[config.mk]
export PLATFORM = sky130hd
export DESIGN_NAME = alu_scheduler_flat
export DESIGN_NICKNAME = d
export VERILOG_FILES = /design/src/rtl/alu_scheduler_pkg.sv /design/src/rtl/alu_scheduler_if.sv /design/src/rtl/part2.sv /design/src/rtl/part3.sv /design/src/rtl/alu_scheduler.sv /design/src/flat_wrapper.sv
export SDC_FILE = /design/constraint.sdc
export NUM_CORES = 1
export LEC_CHECK = 0
export ABC_AREA = 1
export CORE_MARGIN = 5
export CORE_UTILIZATION = 47
export DETAILED_ROUTE_END_ITERATION = 6
export PLACE_DENSITY = 0.77
export SLEW_MARGIN = 20
export SYNTH_ARGS = -nofsm -noshare
export SYNTH_HDL_FRONTEND = slang
export SYNTH_SLANG_ARGS = --single-unit
[constraint.sdc]
create_clock -name clk -period 2.4 [get_ports clk]
set_clock_uncertainty 0.2 [all_clocks]
set_input_delay 0.6 -clock clk [delete_from_list [all_inputs] [get_ports clk]]
set_output_delay 0.6 -clock clk [all_outputs]
set_load 0.005 [all_outputs]
[src/rtl/alu_scheduler_pkg.sv]
`default_nettype none
// +----------------------------------------------------------------------+
// | Module      : alu_scheduler_pkg                                      |
// | Description : Shared widths, function codes and FSM encoding.        |
// | Revision    : 1.0                                                    |
// +----------------------------------------------------------------------+
package alu_scheduler_pkg;

    localparam int RESULT_W  = 8;
    localparam int OPND_W    = 4;
    localparam int FUNC_W    = 3;
    localparam int MUL_STEPS = 4;

    localparam logic [FUNC_W-1:0] FN_SUM5  = 3'b000;
    localparam logic [FUNC_W-1:0] FN_ADD8  = 3'b001;
    localparam logic [FUNC_W-1:0] FN_SEXTB = 3'b010;
    localparam logic [FUNC_W-1:0] FN_ORR   = 3'b011;
    localparam logic [FUNC_W-1:0] FN_ANDR  = 3'b100;
    localparam logic [FUNC_W-1:0] FN_CAT   = 3'b101;
    localparam logic [FUNC_W-1:0] FN_MUL   = 3'b110;
    localparam logic [FUNC_W-1:0] FN_ZERO  = 3'b111;

    typedef enum logic [1:0] {
        ST_IDLE = 2'b00,
        ST_EXEC = 2'b01,
        ST_MUL  = 2'b10
    } state_t;

endpackage
`default_nettype wire

[src/rtl/alu_scheduler_if.sv]
`default_nettype none
// +----------------------------------------------------------------------+
// | Module      : alu_scheduler_if                                       |
// | Description : Requester/result bundle between two clients and the    |
// |               shared ALU scheduler.                                  |
// | Revision    : 1.0                                                    |
// +----------------------------------------------------------------------+
interface alu_scheduler_if;
    import alu_scheduler_pkg::*;

    logic [1:0]          Req;
    logic [OPND_W-1:0]   A0;
    logic [OPND_W-1:0]   B0;
    logic [FUNC_W-1:0]   Func0;
    logic [OPND_W-1:0]   A1;
    logic [OPND_W-1:0]   B1;
    logic [FUNC_W-1:0]   Func1;
    logic [1:0]          Grant;
    logic                Busy;
    logic                Done;
    logic                DoneId;
    logic [RESULT_W-1:0] ALUout;

    modport master (
        output Req, A0, B0, Func0, A1, B1, Func1,
        input  Grant, Busy, Done, DoneId, ALUout
    );

    modport slave (
        input  Req, A0, B0, Func0, A1, B1, Func1,
        output Grant, Busy, Done, DoneId, ALUout
    );

endinterface
`default_nettype wire

[src/rtl/part2.sv]
`default_nettype none
// +----------------------------------------------------------------------+
// | Module      : part2                                                  |
// | Description : 4-bit ripple-carry adder built from full-adder cells.  |
// | Revision    : 1.0                                                    |
// +----------------------------------------------------------------------+
module part2
    import alu_scheduler_pkg::*;
(
    input  wire logic [OPND_W-1:0] i_a,
    input  wire logic [OPND_W-1:0] i_b,
    input  wire logic              i_cin,
    output logic      [OPND_W-1:0] o_sum,
    output logic                   o_cout
);

    logic [OPND_W:0] w_carry;

    assign w_carry[0] = i_cin;

    for (genvar gi = 0; gi < OPND_W; gi++) begin : g_bit
        assign o_sum[gi]       = i_a[gi] ^ i_b[gi] ^ w_carry[gi];
        assign w_carry[gi + 1] = (i_a[gi] & i_b[gi]) | (w_carry[gi] & (i_a[gi] ^ i_b[gi]));
    end

    assign o_cout = w_carry[OPND_W];

endmodule
`default_nettype wire

[src/rtl/part3.sv]
`default_nettype none
// +----------------------------------------------------------------------+
// | Module      : part3                                                  |
// | Description : 4-bit operand ALU producing an 8-bit result.           |
// | Revision    : 1.0                                                    |
// +----------------------------------------------------------------------+
module part3
    import alu_scheduler_pkg::*;
(
    input  wire logic [OPND_W-1:0]   i_a,
    input  wire logic [OPND_W-1:0]   i_b,
    input  wire logic [FUNC_W-1:0]   i_func,
    output logic      [RESULT_W-1:0] o_result
);

    logic [OPND_W-1:0] w_sum;
    logic              w_cout;

    part2 u_add (
        .i_a    (i_a),
        .i_b    (i_b),
        .i_cin  (1'b0),
        .o_sum  (w_sum),
        .o_cout (w_cout)
    );

    // Multiply is sequenced by the scheduler, so it yields zero here like 111.
    always_comb begin
        o_result = '0;
        case (i_func)
            FN_SUM5:  o_result = {{(RESULT_W-OPND_W-1){1'b0}}, w_cout, w_sum};
            FN_ADD8:  o_result = {{(RESULT_W-OPND_W){1'b0}}, i_a} + {{(RESULT_W-OPND_W){1'b0}}, i_b};
            FN_SEXTB: o_result = {{(RESULT_W-OPND_W){i_b[OPND_W-1]}}, i_b};
            FN_ORR:   o_result = {{(RESULT_W-1){1'b0}}, |(i_a | i_b)};
            FN_ANDR:  o_result = {{(RESULT_W-1){1'b0}}, |(i_a & i_b)};
            FN_CAT:   o_result = {i_a, i_b};
            FN_MUL:   o_result = '0;
            FN_ZERO:  o_result = '0;
        endcase
    end

endmodule
`default_nettype wire

[src/rtl/alu_scheduler.sv]
`default_nettype none
// +----------------------------------------------------------------------+
// | Module      : alu_scheduler                                          |
// | Description : Round-robin scheduler sharing one ALU and a shift-add  |
// |               multiplier between two requesters.                     |
// | Revision    : 1.0                                                    |
// +----------------------------------------------------------------------+
module alu_scheduler
    import alu_scheduler_pkg::*;
(
    input  wire logic      clk,
    input  wire logic      rst,
    alu_scheduler_if.slave bus
);

    state_t              r_state;
    state_t              w_next_state;
    logic                r_ptr;
    logic [OPND_W-1:0]   r_a;
    logic [OPND_W-1:0]   r_b;
    logic [FUNC_W-1:0]   r_func;
    logic                r_owner;
    logic [OPND_W-1:0]   r_hi;
    logic [OPND_W-1:0]   r_lo;
    logic [1:0]          r_step;
    logic [1:0]          r_grant;
    logic                r_done;
    logic                r_done_id;
    logic [RESULT_W-1:0] r_alu_out;

    logic                w_any_req;
    logic                w_winner;
    logic [OPND_W-1:0]   w_win_a;
    logic [OPND_W-1:0]   w_win_b;
    logic [FUNC_W-1:0]   w_win_func;
    logic                w_capture;
    logic                w_finish;
    logic [RESULT_W-1:0] w_alu_result;
    logic [RESULT_W-1:0] w_result;
    logic [OPND_W-1:0]   w_add_sum;
    logic                w_add_cout;
    logic                w_step_c;
    logic [OPND_W-1:0]   w_step_hi;
    logic [OPND_W-1:0]   w_hi_next;
    logic [OPND_W-1:0]   w_lo_next;

    // A lone requester wins outright; the pointer only breaks ties.
    assign w_any_req  = |bus.Req;
    assign w_winner   = (bus.Req == 2'b11) ? r_ptr : bus.Req[1];
    assign w_win_a    = w_winner ? bus.A1    : bus.A0;
    assign w_win_b    = w_winner ? bus.B1    : bus.B0;
    assign w_win_func = w_winner ? bus.Func1 : bus.Func0;

    part3 u_alu (
        .i_a      (r_a),
        .i_b      (r_b),
        .i_func   (r_func),
        .o_result (w_alu_result)
    );

    part2 u_mul_add (
        .i_a    (r_hi),
        .i_b    (r_a),
        .i_cin  (1'b0),
        .o_sum  (w_add_sum),
        .o_cout (w_add_cout)
    );

    // One shift-add step: conditionally add A into Hi, then shift {c,Hi,Lo} right.
    assign w_step_c  = r_lo[0] & w_add_cout;
    assign w_step_hi = r_lo[0] ? w_add_sum : r_hi;
    assign w_hi_next = {w_step_c, w_step_hi[OPND_W-1:1]};
    assign w_lo_next = {w_step_hi[0], r_lo[OPND_W-1:1]};

    always_ff @(posedge clk) begin
        if (rst) begin
            r_state <= ST_IDLE;
        end else begin
            r_state <= w_next_state;
        end
    end

    always_comb begin
        w_next_state = r_state;
        w_capture    = 1'b0;
        w_finish     = 1'b0;
        w_result     = w_alu_result;
        case (r_state)
            ST_IDLE: begin
                if (w_any_req) begin
                    w_capture    = 1'b1;
                    w_next_state = (w_win_func == FN_MUL) ? ST_MUL : ST_EXEC;
                end
            end
            ST_EXEC: begin
                w_finish     = 1'b1;
                w_next_state = ST_IDLE;
            end
            ST_MUL: begin
                w_result = {w_hi_next, w_lo_next};
                if (r_step == 2'(MUL_STEPS - 1)) begin
                    w_finish     = 1'b1;
                    w_next_state = ST_IDLE;
                end
            end
            default: w_next_state = ST_IDLE;
        endcase
    end

    always_ff @(posedge clk) begin
        if (rst) begin
            r_ptr     <= 1'b0;
            r_a       <= '0;
            r_b       <= '0;
            r_func    <= '0;
            r_owner   <= 1'b0;
            r_hi      <= '0;
            r_lo      <= '0;
            r_step    <= '0;
            r_grant   <= '0;
            r_done    <= 1'b0;
            r_done_id <= 1'b0;
            r_alu_out <= '0;
        end else begin
            r_grant <= '0;
            r_done  <= 1'b0;
            if (w_capture) begin
                r_a     <= w_win_a;
                r_b     <= w_win_b;
                r_func  <= w_win_func;
                r_owner <= w_winner;
                r_hi    <= '0;
                r_lo    <= w_win_b;
                r_step  <= '0;
                r_grant <= w_winner ? 2'b10 : 2'b01;
                r_ptr   <= ~w_winner;
            end
            if (r_state == ST_MUL) begin
                r_hi   <= w_hi_next;
                r_lo   <= w_lo_next;
                r_step <= r_step + 2'd1;
            end
            if (w_finish) begin
                r_alu_out <= w_result;
                r_done    <= 1'b1;
                r_done_id <= r_owner;
            end
        end
    end

    assign bus.Grant  = r_grant;
    assign bus.Busy   = (r_state != ST_IDLE);
    assign bus.Done   = r_done;
    assign bus.DoneId = r_done_id;
    assign bus.ALUout = r_alu_out;

endmodule
`default_nettype wire

[src/flat_wrapper.sv]
// flat-port wrapper written by rule: the top's interface ports become plain ports
module alu_scheduler_flat import alu_scheduler_pkg::*;
  (clk, rst, bus_Req, bus_A0, bus_B0, bus_Func0, bus_A1, bus_B1, bus_Func1, bus_Grant, bus_Busy, bus_Done, bus_DoneId, bus_ALUout);
  alu_scheduler_if bus_i ();
  input  wire logic clk;
  input  wire logic rst;
  input wire logic [$bits(bus_i.Req)-1:0] bus_Req;
  input wire logic [$bits(bus_i.A0)-1:0] bus_A0;
  input wire logic [$bits(bus_i.B0)-1:0] bus_B0;
  input wire logic [$bits(bus_i.Func0)-1:0] bus_Func0;
  input wire logic [$bits(bus_i.A1)-1:0] bus_A1;
  input wire logic [$bits(bus_i.B1)-1:0] bus_B1;
  input wire logic [$bits(bus_i.Func1)-1:0] bus_Func1;
  output wire logic [$bits(bus_i.Grant)-1:0] bus_Grant;
  output wire logic [$bits(bus_i.Busy)-1:0] bus_Busy;
  output wire logic [$bits(bus_i.Done)-1:0] bus_Done;
  output wire logic [$bits(bus_i.DoneId)-1:0] bus_DoneId;
  output wire logic [$bits(bus_i.ALUout)-1:0] bus_ALUout;
  assign bus_i.Req = bus_Req;
  assign bus_i.A0 = bus_A0;
  assign bus_i.B0 = bus_B0;
  assign bus_i.Func0 = bus_Func0;
  assign bus_i.A1 = bus_A1;
  assign bus_i.B1 = bus_B1;
  assign bus_i.Func1 = bus_Func1;
  assign bus_Grant = bus_i.Grant;
  assign bus_Busy = bus_i.Busy;
  assign bus_Done = bus_i.Done;
  assign bus_DoneId = bus_i.DoneId;
  assign bus_ALUout = bus_i.ALUout;
  alu_scheduler u_core (.clk(clk), .rst(rst), .bus(bus_i));
endmodule
==> metrics.cfg <==
[critical_path]
worstPathArrival_ns=2.36
cp_slowest_cell=fa_1
cpMostUsedCell=nand2_1
cp_data_required_time_ns=2.39
endpoint=u_core.bus.ALUout[3]
r2r_setup_slack_ns=0.03
r2r-start=u_core.r_a[0]
crit_start=u_core.r_a[0]
ff2ff_path_depth=10
critPathKind=flip-flop to flip-flop
cp_cell_sequence=ha_4 > inv_2 > fa_2 > fa_2 > fa_1 > nand2_1 > nand2_1 > inv_1 > nand2_1 > a21oi_1
worstPathMaxFanout=4
crit_path_end_kind=flip-flop
r2r_end=u_core.bus.ALUout[3]
cp.depth=10
cp_top_family=adder cells
critical_path.max_stage_delay_ns=0.50
crit_buf_inv=2
start_kind=flip-flop

[hold_path]
min_path_type=flip-flop to flip-flop

[global_route]
grt_start_max_net_pins=20
grt_pass1_wl_mm=9.22
grt_pass1_vias=2004
globalRouteOverflowTotal=0
grt_antenna_before_repair=0
grt_use_total_pct=19.3

[die]
dieArea_mm2=0.00617
die_y_um=78.6
num_rows=25
core_mm2=0.00463
ioPinCount=39
die_w_um=78.6
start_util_pct=47.7

[placement]
gp_congestion=0.892
io_buffers=38
place_hpwl_mm=4.25
placed_cell_area_mm2=0.00268

[logic_synthesis]
post_synth.cell_area_avg_um2=7.04
synthXorXnorAreaFrac_pct=0
synth_nets=360
synth_cells=314
yosysSeqAreaShare_pct=33.5
synth_mux_area_share_pct=0
ys_types=28
synth.largest_area_cell=dfxtp_1
yosys.area_share.simple_pct=21.9
synth.cell_area_mm2=0.00221
synth_top_area_share_pct=33.5
synth_compound_area_share_pct=18.9
synth_seq_cells=37
yosys.area_share.adder_pct=13.4
synthTopCellsByArea=dfxtp_1, nand2_1, inv_1, ha_1, a21oi_1
synth_top_family_by_area=simple AND/OR/NAND/NOR gates
ys.warnings.count=0

[clock_network]
cts.hold.buffers_added=0
clk-insertion-delay-late_ns=0.29
cts_root_buf=clkbuf_8
cts_tree=done
clock_path_buffers=2
cts_max_level=2
cts.sinks=37
clk_pin_slew_ns=0.08
numCtsBuffers=5

[route]
finalWirelength_mm=5.57
drc=0
vias_per_cell=5.10
ant_nets=0
drt_iter0_markers=167
vias=2110
wl_per_cell_um=13.4
drt_pass1_iterations=5

[timing]
holdWs_ns=0.266
finalCriticalPeriod_ns=2.37
slew_viol_final=0
worstMarginPinSlew_ns=0.441
relSlewSlack_pct=70.2
hold_violations=0
rsz0062_at_grt=yes
finalSetupViolCount=0
fmax_ghz=0.422
final.period_utilization_pct=98.8

[layout]
final_area_mm2=0.00281
final_nets=405
syn_to_final_growth_pct=27.3
final_core_util_pct=60.8
register_area_um2=747
filler_cell_count=412
final_layout_size_suffix_gt1_share_pct=11.1
final_common_cell=nand2_1
diodes=0
multiInputGateArea_mm2=0.00123
final_cell_mix=nand2_1, inv_1, clkdlybuf4s50_1, dfxtp_1, a21oi_1

[job]
drv_cap=0

[status]
status=finished clean

[power_and_ir_drop]
p_leak_nw=1.25
p_per_area_mw_per_mm2=571
peakVddDrop_mv=0.291

## how the worst min path moves through the flow
stage | slack, ns | cells after the start | end | startpoint
after floorplan | 0.23 | 1 | u_core.r_step[0] | u_core.r_step[0]
after global placement | 0.25 | 1 | u_core.r_step[0] | u_core.r_step[0]
after detailed placement | 0.25 | 1 | u_core.r_step[0] | u_core.r_step[0]
after CTS | 0.26 | 1 | u_core.r_step[0] | u_core.r_step[0]
after global routing | 0.30 | 1 | u_core.r_step[0] | u_core.r_step[0]
final | 0.27 | 1 | u_core.r_step[0] | u_core.r_step[0]
## synthesized netlist by cell type
cell type and instances:
a21boi_4 1, nor2_4 1, buf_6 1, o22ai_1 3
buf_2 5, a211oi_1 1, o211ai_1 4, nor2_2 1
nand4_1 3, ha_1 14, dfxtp_1 37, a31oi_1 6
fa_1 6, inv_1 54, buf_4 2, o2111ai_1 2
nand2_1 70, a21oi_1 29, clkbuf_1 3, o21ai_1 10
inv_2 2, and2_1 1, o21ai_0 15, nor3_1 1
nor2_1 24, nand2_2 2, o311ai_0 2, nand3_1 14
## through the flow
stage | setup TNS (ns) | total power [mW] | std cells | worst slack (ns)
detailed placement | -0.187 | 1.15 | 405 | -0.0644
CTS | 0 | 1.61 | 413 | 0.00953
global route | -0.238 | 1.71 | 414 | -0.0902
floorplan | 0 | 0.985 | 314 | 0.00723
finish | 0 | 1.61 | 414 | 0.0293
global placement | -0.0610 | 1.14 | 405 | -0.0268
## cell type report
class                           instances  area share [%]
Clock inverter                          2           0.489
Clock buffer                            6            2.94
Tap cell                               54            2.40
Inverter                               56            7.47
Sequential cell                        37            26.6
Timing Repair Buffer                   49            16.5
Multi-Input combinational cell        210            43.7
## cell families (layout without fill, tap and decap cells)
kind of cell / count (synthesis) / count (layout)
simple gates: 117 / 117
compound gates: 73 / 73
buf+inv: 67 / 113
flops: 37 / 37
fa+ha+maj: 20 / 20
## where the power goes
group / switching [mW] / total [mW] / internal [mW]
sequential: 0.0452 / 0.710 / 0.665
combinational: 0.243 / 0.435 / 0.191
clock: 0.229 / 0.462 / 0.233
## layer usage
layer	wire, µm	share of wire [%]	GRT usage, %
met2	2640	47	32.9
met1	2530	46	23.2
met5	0	0	0
met3	313	5.6	5.05
met4	76	1.4	7.52
## what timing repair did
action / 4_1_cts / 5_1_grt
pin swaps: 7 / 3
setup endpoints to repair: 5 / 5
gates resized for setup: 7 / 5
hold endpoints to repair: 0 / 0
buffers inserted: 0 / 1
## sequential cells by signal (all words and copies together) (netlist names), 2 cells and up
signal and count:
u_core.bus.ALUout 8, u_core.bus.Grant 2, u_core.r_a 4, u_core.r_b 4, u_core.r_func 3, u_core.r_hi 4
u_core.r_lo 4, u_core.r_state 2, u_core.r_step 2
Note: power is estimated with default switching activity, not from simulation.
